--- config.mk ---
export PLATFORM = sky130hd
export DESIGN_NAME = unidade_controle_rodadas
export DESIGN_NICKNAME = d
export VERILOG_FILES = /design/src/rtl/unidade_controle_rodadas.sv
export SDC_FILE = /design/constraint.sdc
export NUM_CORES = 1
export LEC_CHECK = 0
export BUFFER_PORTS_ARGS = -buffer_cell sky130_fd_sc_hd__buf_4
export CAP_MARGIN = 20
export CORE_MARGIN = 10
export CORE_UTILIZATION = 50
export DETAILED_ROUTE_END_ITERATION = 6
export HOLD_SLACK_MARGIN = 0.03
export PLACE_DENSITY = 0.82
export SYNTH_ARGS = -nofsm -noshare
export SYNTH_HDL_FRONTEND = slang
export SYNTH_SLANG_ARGS = --single-unit
--- constraint.sdc ---
create_clock -name clock -period 1.5 [get_ports clock]
set_input_delay 0.075 -clock clock [delete_from_list [all_inputs] [get_ports clock]]
set_output_delay 0.075 -clock clock [all_outputs]
set_load 0.01 [all_outputs]
--- src/rtl/unidade_controle_rodadas.sv ---
// Round/address/timeout control unit for the sequence-memory game.
// Moore FSM; outputs decode only from state and registered counters.
module unidade_controle_rodadas #(
    parameter int ADDR_W    = 4,
    parameter int N_RODADAS = 16,
    parameter int TIMEOUT   = 5000
) (
    input  logic              clock,
    input  logic              reset,
    input  logic              iniciar,
    input  logic              jogada,
    input  logic              igual,
    input  logic              timeout_en,
    output logic [ADDR_W-1:0] endereco,
    output logic [ADDR_W-1:0] rodada,
    output logic              zeraR,
    output logic              registraR,
    output logic              pronto,
    output logic              acertou,
    output logic              errou,
    output logic              timeout,
    output logic [3:0]        db_estado
);

    localparam int TW = (TIMEOUT > 1) ? $clog2(TIMEOUT) : 1;
    localparam logic [TW-1:0]     TIMER_MAX = TW'(TIMEOUT - 1);
    localparam logic [ADDR_W-1:0] ULTIMA    = ADDR_W'(N_RODADAS - 1);

    typedef enum logic [3:0] {
        INICIAL        = 4'h0,
        INICIALIZA     = 4'h1,
        INICIO_RODADA  = 4'h2,
        ESPERA         = 4'h3,
        REGISTRA       = 4'h4,
        COMPARA        = 4'h5,
        PROXIMA        = 4'h6,
        PROXIMA_RODADA = 4'h7,
        FINAL_ACERTO   = 4'h8,
        FINAL_ERRO     = 4'h9,
        FINAL_TIMEOUT  = 4'hA
    } estado_t;

    estado_t           estado_q, estado_d;
    logic [ADDR_W-1:0] endereco_q, endereco_d;
    logic [ADDR_W-1:0] rodada_q, rodada_d;
    logic [TW-1:0]     timer_q, timer_d;
    logic              expirou;

    assign expirou = (timer_q == TIMER_MAX);

    // State and counter registers with synchronous reset
    always_ff @(posedge clock) begin
        if (reset) begin
            estado_q   <= INICIAL;
            endereco_q <= '0;
            rodada_q   <= '0;
            timer_q    <= '0;
        end else begin
            estado_q   <= estado_d;
            endereco_q <= endereco_d;
            rodada_q   <= rodada_d;
            timer_q    <= timer_d;
        end
    end

    // Next-state logic; unused codes fall back to inicial
    always_comb begin
        estado_d = estado_q;
        case (estado_q)
            INICIAL:        if (iniciar) estado_d = INICIALIZA;
            INICIALIZA:     estado_d = INICIO_RODADA;
            INICIO_RODADA:  estado_d = ESPERA;
            ESPERA: begin
                if (jogada)
                    estado_d = REGISTRA;
                else if (timeout_en && expirou)
                    estado_d = FINAL_TIMEOUT;
            end
            REGISTRA:       estado_d = COMPARA;
            COMPARA: begin
                if (!igual)
                    estado_d = FINAL_ERRO;
                else if (endereco_q != rodada_q)
                    estado_d = PROXIMA;
                else if (rodada_q == ULTIMA)
                    estado_d = FINAL_ACERTO;
                else
                    estado_d = PROXIMA_RODADA;
            end
            PROXIMA:        estado_d = ESPERA;
            PROXIMA_RODADA: estado_d = INICIO_RODADA;
            FINAL_ACERTO,
            FINAL_ERRO,
            FINAL_TIMEOUT:  if (iniciar) estado_d = INICIALIZA;
            default:        estado_d = INICIAL;
        endcase
    end

    // Address, round and move-timer updates; counters hold in final states
    always_comb begin
        endereco_d = endereco_q;
        rodada_d   = rodada_q;
        timer_d    = '0;
        case (estado_q)
            INICIAL, INICIALIZA: begin
                endereco_d = '0;
                rodada_d   = '0;
            end
            INICIO_RODADA:  endereco_d = '0;
            PROXIMA:        endereco_d = endereco_q + 1'b1;
            PROXIMA_RODADA: rodada_d   = rodada_q + 1'b1;
            ESPERA: begin
                if (jogada || expirou)
                    timer_d = timer_q;
                else
                    timer_d = timer_q + 1'b1;
            end
            default: ;
        endcase
    end

    // Moore output decode
    always_comb begin
        zeraR     = 1'b0;
        registraR = 1'b0;
        pronto    = 1'b0;
        acertou   = 1'b0;
        errou     = 1'b0;
        timeout   = 1'b0;
        db_estado = estado_q;
        case (estado_q)
            INICIAL, INICIALIZA: zeraR = 1'b1;
            REGISTRA:            registraR = 1'b1;
            FINAL_ACERTO: begin
                pronto  = 1'b1;
                acertou = 1'b1;
            end
            FINAL_ERRO: begin
                pronto = 1'b1;
                errou  = 1'b1;
            end
            FINAL_TIMEOUT: begin
                pronto  = 1'b1;
                errou   = 1'b1;
                timeout = 1'b1;
            end
            INICIO_RODADA, ESPERA, COMPARA,
            PROXIMA, PROXIMA_RODADA: ;
            default: db_estado = 4'hF;
        endcase
    end

    assign endereco = endereco_q;
    assign rodada   = rodada_q;

endmodule

==> After elaboration in Yosys (flattened, before gate mapping) <==
Cells that the tools add are included.
{ "op_classes": {"add_sub_neg": 3, "n_eq_ne": 15, "bitwise": 1, "n_mux": 16, "reduce_logical": 15} }
{ "ops": {"columns": ["cell", "count"], "rows": [
  ["4-bit two-way mux", 7],
  ["4-bit case mux with 6 select lines", 1],
  ["4-bit by 3-bit == test with 1-bit output (second input constant)", 4],
  ["4-bit == test (second input constant)", 4],
  ["4-bit case mux with 2 select lines", 2],
  ["13-bit by 1-bit adder with 13-bit output (second input constant)", 1],
  ["13-bit == test (second input constant)", 1],
  ["11-bit OR reduction", 1],
  ["2-bit OR reduction", 5],
  ["4-bit by 1-bit adder with 4-bit output (second input constant)", 2],
  ["4-bit by 2-bit == test with 1-bit output (second input constant)", 2],
  ["1-bit two-way mux", 6],
  ["3-bit OR reduction", 2],
  ["4-bit by 1-bit == test with 1-bit output (second input constant)", 1],
  ["4-bit zero test", 1],
  ["4-bit != test", 1],
  ["2-bit nonzero test", 2],
  ["4-bit OR reduction", 1],
  ["3-bit != test (second input constant)", 1],
  ["2-bit by 1-bit != test with 1-bit output (second input constant)", 1],
  ["2-bit AND reduction", 1],
  ["1-bit logical AND", 1],
  ["1-bit logical OR", 1],
  ["1-bit NOT", 1]
]} }
{ "totals": {"elab_cells": 54, "regBits": 25, "input_bits": 6, "output_inout_bits": 18} }

==> Logic depth before layout (Yosys ltp) <==
{ "depth": {"ltp_word": 5, "ltp_mapped": 7, "ltp_nobuf": 6} }

==> Worst setup path after synthesis <==
OpenSTA, ideal clock, no wires.
{ "synth_timing": {"path_type": "register to register", "startpoint": "register timer_q[0]", "endpoint": "register timer_q[3]", "stages_incl_launch_ff": 7, "period_less_slack_ns": 1.489, "arrival_ns": 1.372, "t_required_ns": 1.383, "path_slack_ns": 0.011, "setup_time_ns": 0.117, "path_buffers": 0, "path_cell_list": "dfxtp_1 > ha_1 > nor4b_4 > a41oi_2 > and4_4 > xnor2_1 > nor2_1"} }
{ "synth_between": {"elab_chain_len": 2, "elab_cells_between_ends": 3, "classes_between": "add/sub: 1; eq/ne: 1; reduce/logical: 1"} }
{ "synth_lines": {"columns": ["item", "line", "rtl"], "rows": [
  ["from (decl)", "46", "logic [TW-1:0] timer_q, timer_d;"],
  ["from (signal assigned)", "62", "timer_q <= timer_d;"],
  ["parallel branches: the longest is 2 deep, another holds 13-bit by 1-bit adder with 13-bit output", null, null]
]} }
Several ways; the timed one is not identified.
A chain may end at the register's enable or synchronous reset.

==> Final worst setup path <==
{ "layout_timing": {"startpoint": "register timer_q[0]", "endpoint": "register estado_q[1]"} }
{ "layout_between": {"elab_chain_len": 4} }
{ "layout_lines": {"columns": ["item", "line", "rtl"], "rows": [
  ["13-bit == test", "49", "assign expirou = (timer_q == TIMER_MAX);"],
  ["1-bit logical AND", "76", "else if (timeout_en && expirou)"],
  ["3-bit != test (no source line)", null, null],
  ["2-bit AND reduction (no source line)", null, null],
  ["to (signal assigned)", "59", "estado_q <= estado_d;"],
  ["to (decl)", "43", "estado_t estado_q, estado_d;"]
]} }
Every way passes these cells.

==> impl_metrics.ini <==
[global_routing]
grt_max_degree = 14
grt_usage = 0.141
antenna_found_initial = 0
grt_pass1_wl_um = 6430
overflow = 0
grt_pass1_vias = 1417

[clocking]
cts_buffer_depth = 2
cts_tree = built
clk_pin_slew_worst_paths_ns = 0.14
cts_root_buffer = clkbuf_4
cts.sinks = 25
clk-insertion-delay-late_ns = 0.33
cts_inserted_buffers = 3
h-tree-depth = 1

[critical_path]
reg2reg_slack_ns = 0.04
arrival_ns = 1.73
cp.required_ns = 1.77
rr_startpoint = timer_q[0]
critPathCaptureType = register
crit_type = reg -> reg
reg2reg_to = estado_q[1]
cpPeakStageDelay_ns = 0.38
critical_path_peak_fanout = 3
cp_slowest_cell = dfxtp_2
reg2reg_depth = 5
start_kind = register
cp_cell_sequence = ha_4 -> nor4b_4 -> nand4_1 -> a211o_1 -> o21ai_1

[yosys]
synthTopCellsByArea = dfxtp_1 33%, nor2_1 5.9%, xor2_1 5.2%
synth_edf_count = 0
synth_area_sq_um = 1530
yosysSeqAreaShare = 0.328
synth_flop_cell = dfxtp_1
avgSynthCellArea_sq_um = 8.07
async_reset_ff_frac = 0
ys_seq_elements = 25
syn_inst = 189
synth_nets = 198
synth_top_area_frac = 0.328
yosysUniqueCellTypes = 48
synth_area_leader_cell = dfxtp_1
yosys_warnings = 0

[final_layout]
drive_above_1_share = 0.352
antennaDiodeCount = 0
multiInputGateArea_sq_um = 1020
seqCellArea_sq_um = 518
n_fill_cell = 217
final_area_sq_um = 2000
nets = 243
mostFrequentLayoutCell = buf_4
mostFrequentLayoutCells = 48 x buf_4, 23 x nor2_1, 20 x nand2_1, 15 x dfxtp_1, 10 x a21oi_1
area_growth_pct = 30.9
final_cells = 264

[worst_hold_path]
hp-class = in -> reg
hold_path_depth = 3
holdPathEnd = estado_q[3]
hold_start = iniciar

[flow_run]
maxCapViolations = 0

[die]
start_util = 0.539
dieArea_sq_um = 5660
die_y_um = 75.2
design.core.area_sq_um = 2830
die_w_um = 75.2
core.rowCount = 19
io_pins = 24

[timing]
drv_slew = 0
hold_violations = 0
setup_tns_ns = 0
worst_slack_ns = 0.0438
slew_headroom = 0.795
fin_crit_sh = 0.971
grt_setup_unrepaired = yes
max_freq_ghz = 0.687
worst_pin_slew_ns = 0.303
fin_crit_ns = 1.46
setup_viol = 0
fin_skew_ns = 0.0133

[drt]
via_per_inst = 5.69
drt-total-wl_um = 3880
wl_per_cell_um = 14.7
dr.pass1.iters = 4
vias = 1503
ant_nets = 0
drtIter0Drc = 112
drc_errors = 0

[power_and_ir_drop]
p_leak_uw = 0.000820
ir_drop_mv = 0.605
cellPowerDensity_nw_per_um2 = 918
p_total_uw = 1830

[place]
gp_congestion = 0.860
place.port_buffers = 23
place_area_sq_um = 1870
place_ws_ns = -0.00962
dp.cells = 258
hpwl_um = 2730

[outcome]
status = complete, no violations
==> logic make-up (layout without fill, tap and decap cells) <==
kind of cell | Yosys count | count (layout) | share of synthesized area
xor+xnor | 17 | 17 | 0.0976
buf+inv | 14 | 58 | 0.0418
mux | 1 | 1 | 0.00656
simple gates | 95 | 95 | 0.349
flops | 25 | 25 | 0.328
compound gates | 33 | 33 | 0.146
fa+ha+maj | 4 | 4 | 0.0312
==> worst max-delay path: cells and delay by family, from the launching register on <==
family | cells | cell delay [ns]
fa+ha+maj | 1 | 0.15
flops | 1 | 0.38
compound gates | 2 | 0.49
simple gates | 2 | 0.38
==> final cells by class <==
class	count	area share
inverters	5	0.00940
repair buffers	49	0.185
well taps	31	0.0194
multi-input cells	150	0.513
clock buffers	4	0.0132
flip-flops and latches	25	0.259
==> sequential cells by signal, indices dropped and copies added, names as in the netlist <==
signal / flops
rodada: 4
endereco: 4
estado_q: 4
timer_q: 13
==> how the worst max path moves through the flow <==
stage / startpoint / to / slack, ns / cells past startpoint
final: timer_q[0] / estado_q[1] / 0.04 / 5
after global routing: timer_q[2] / estado_q[1] / -0.05 / 4
after CTS: timer_q[0] / estado_q[0] / 0.0002 / 5
after detailed placement: timer_q[0] / estado_q[3] / -0.01 / 5
after global placement: timer_q[0] / timer_q[3] / 0.06 / 6
after floorplan: timer_q[0] / timer_q[3] / 0.01 / 6
==> synth_stat cells, types with 4 or more instances <==
cell type  number
a21oi_1        10
and3_1          6
clkbuf_1        4
dfxtp_1        25
nand2_1        20
nand3_1         6
nor2_1         24
nor3_1         12
o21ai_0         7
or3_1           4
xnor2_1         8
xor2_1          9
==> metrics by stage <==
stage	hold WS, ns	util
floorplan	0.285	-
global placement	0.358	0.662
detailed placement	0.363	0.662
CTS	0.0403	0.677
global route	0.0611	0.706
finish	0.0547	0.706
==> repair_timing <==
action                                 in CTS  in global routing
setup endpoints to repair                  10                 17
pin swaps                                   2                  6
endpoints found under the hold margin       7                  0
gates resized for setup                     4                 19
hold buffers                                1                  0
setup buffers                               0                  1
==> routing by layer <==
metal / share of wire / up-vias / global-route usage
li1: - / 756 / -
met1: 0.47 / 711 / 0.188
met2: 0.47 / 30 / 0.215
met3: 0.041 / 6 / 0.0420
met4: 0.015 / 0 / 0.0392
met5: 0 / - / 0
==> power by group <==
group | internal [uW] | leakage, uW | switching (uW)
clock | 104 | 0.0000150 | 203
sequential | 709 | 0.000207 | 77.3
combinational | 354 | 0.000598 | 385
total | 1170 | 0.000820 | 665
(Power assumes the default switching activity.)
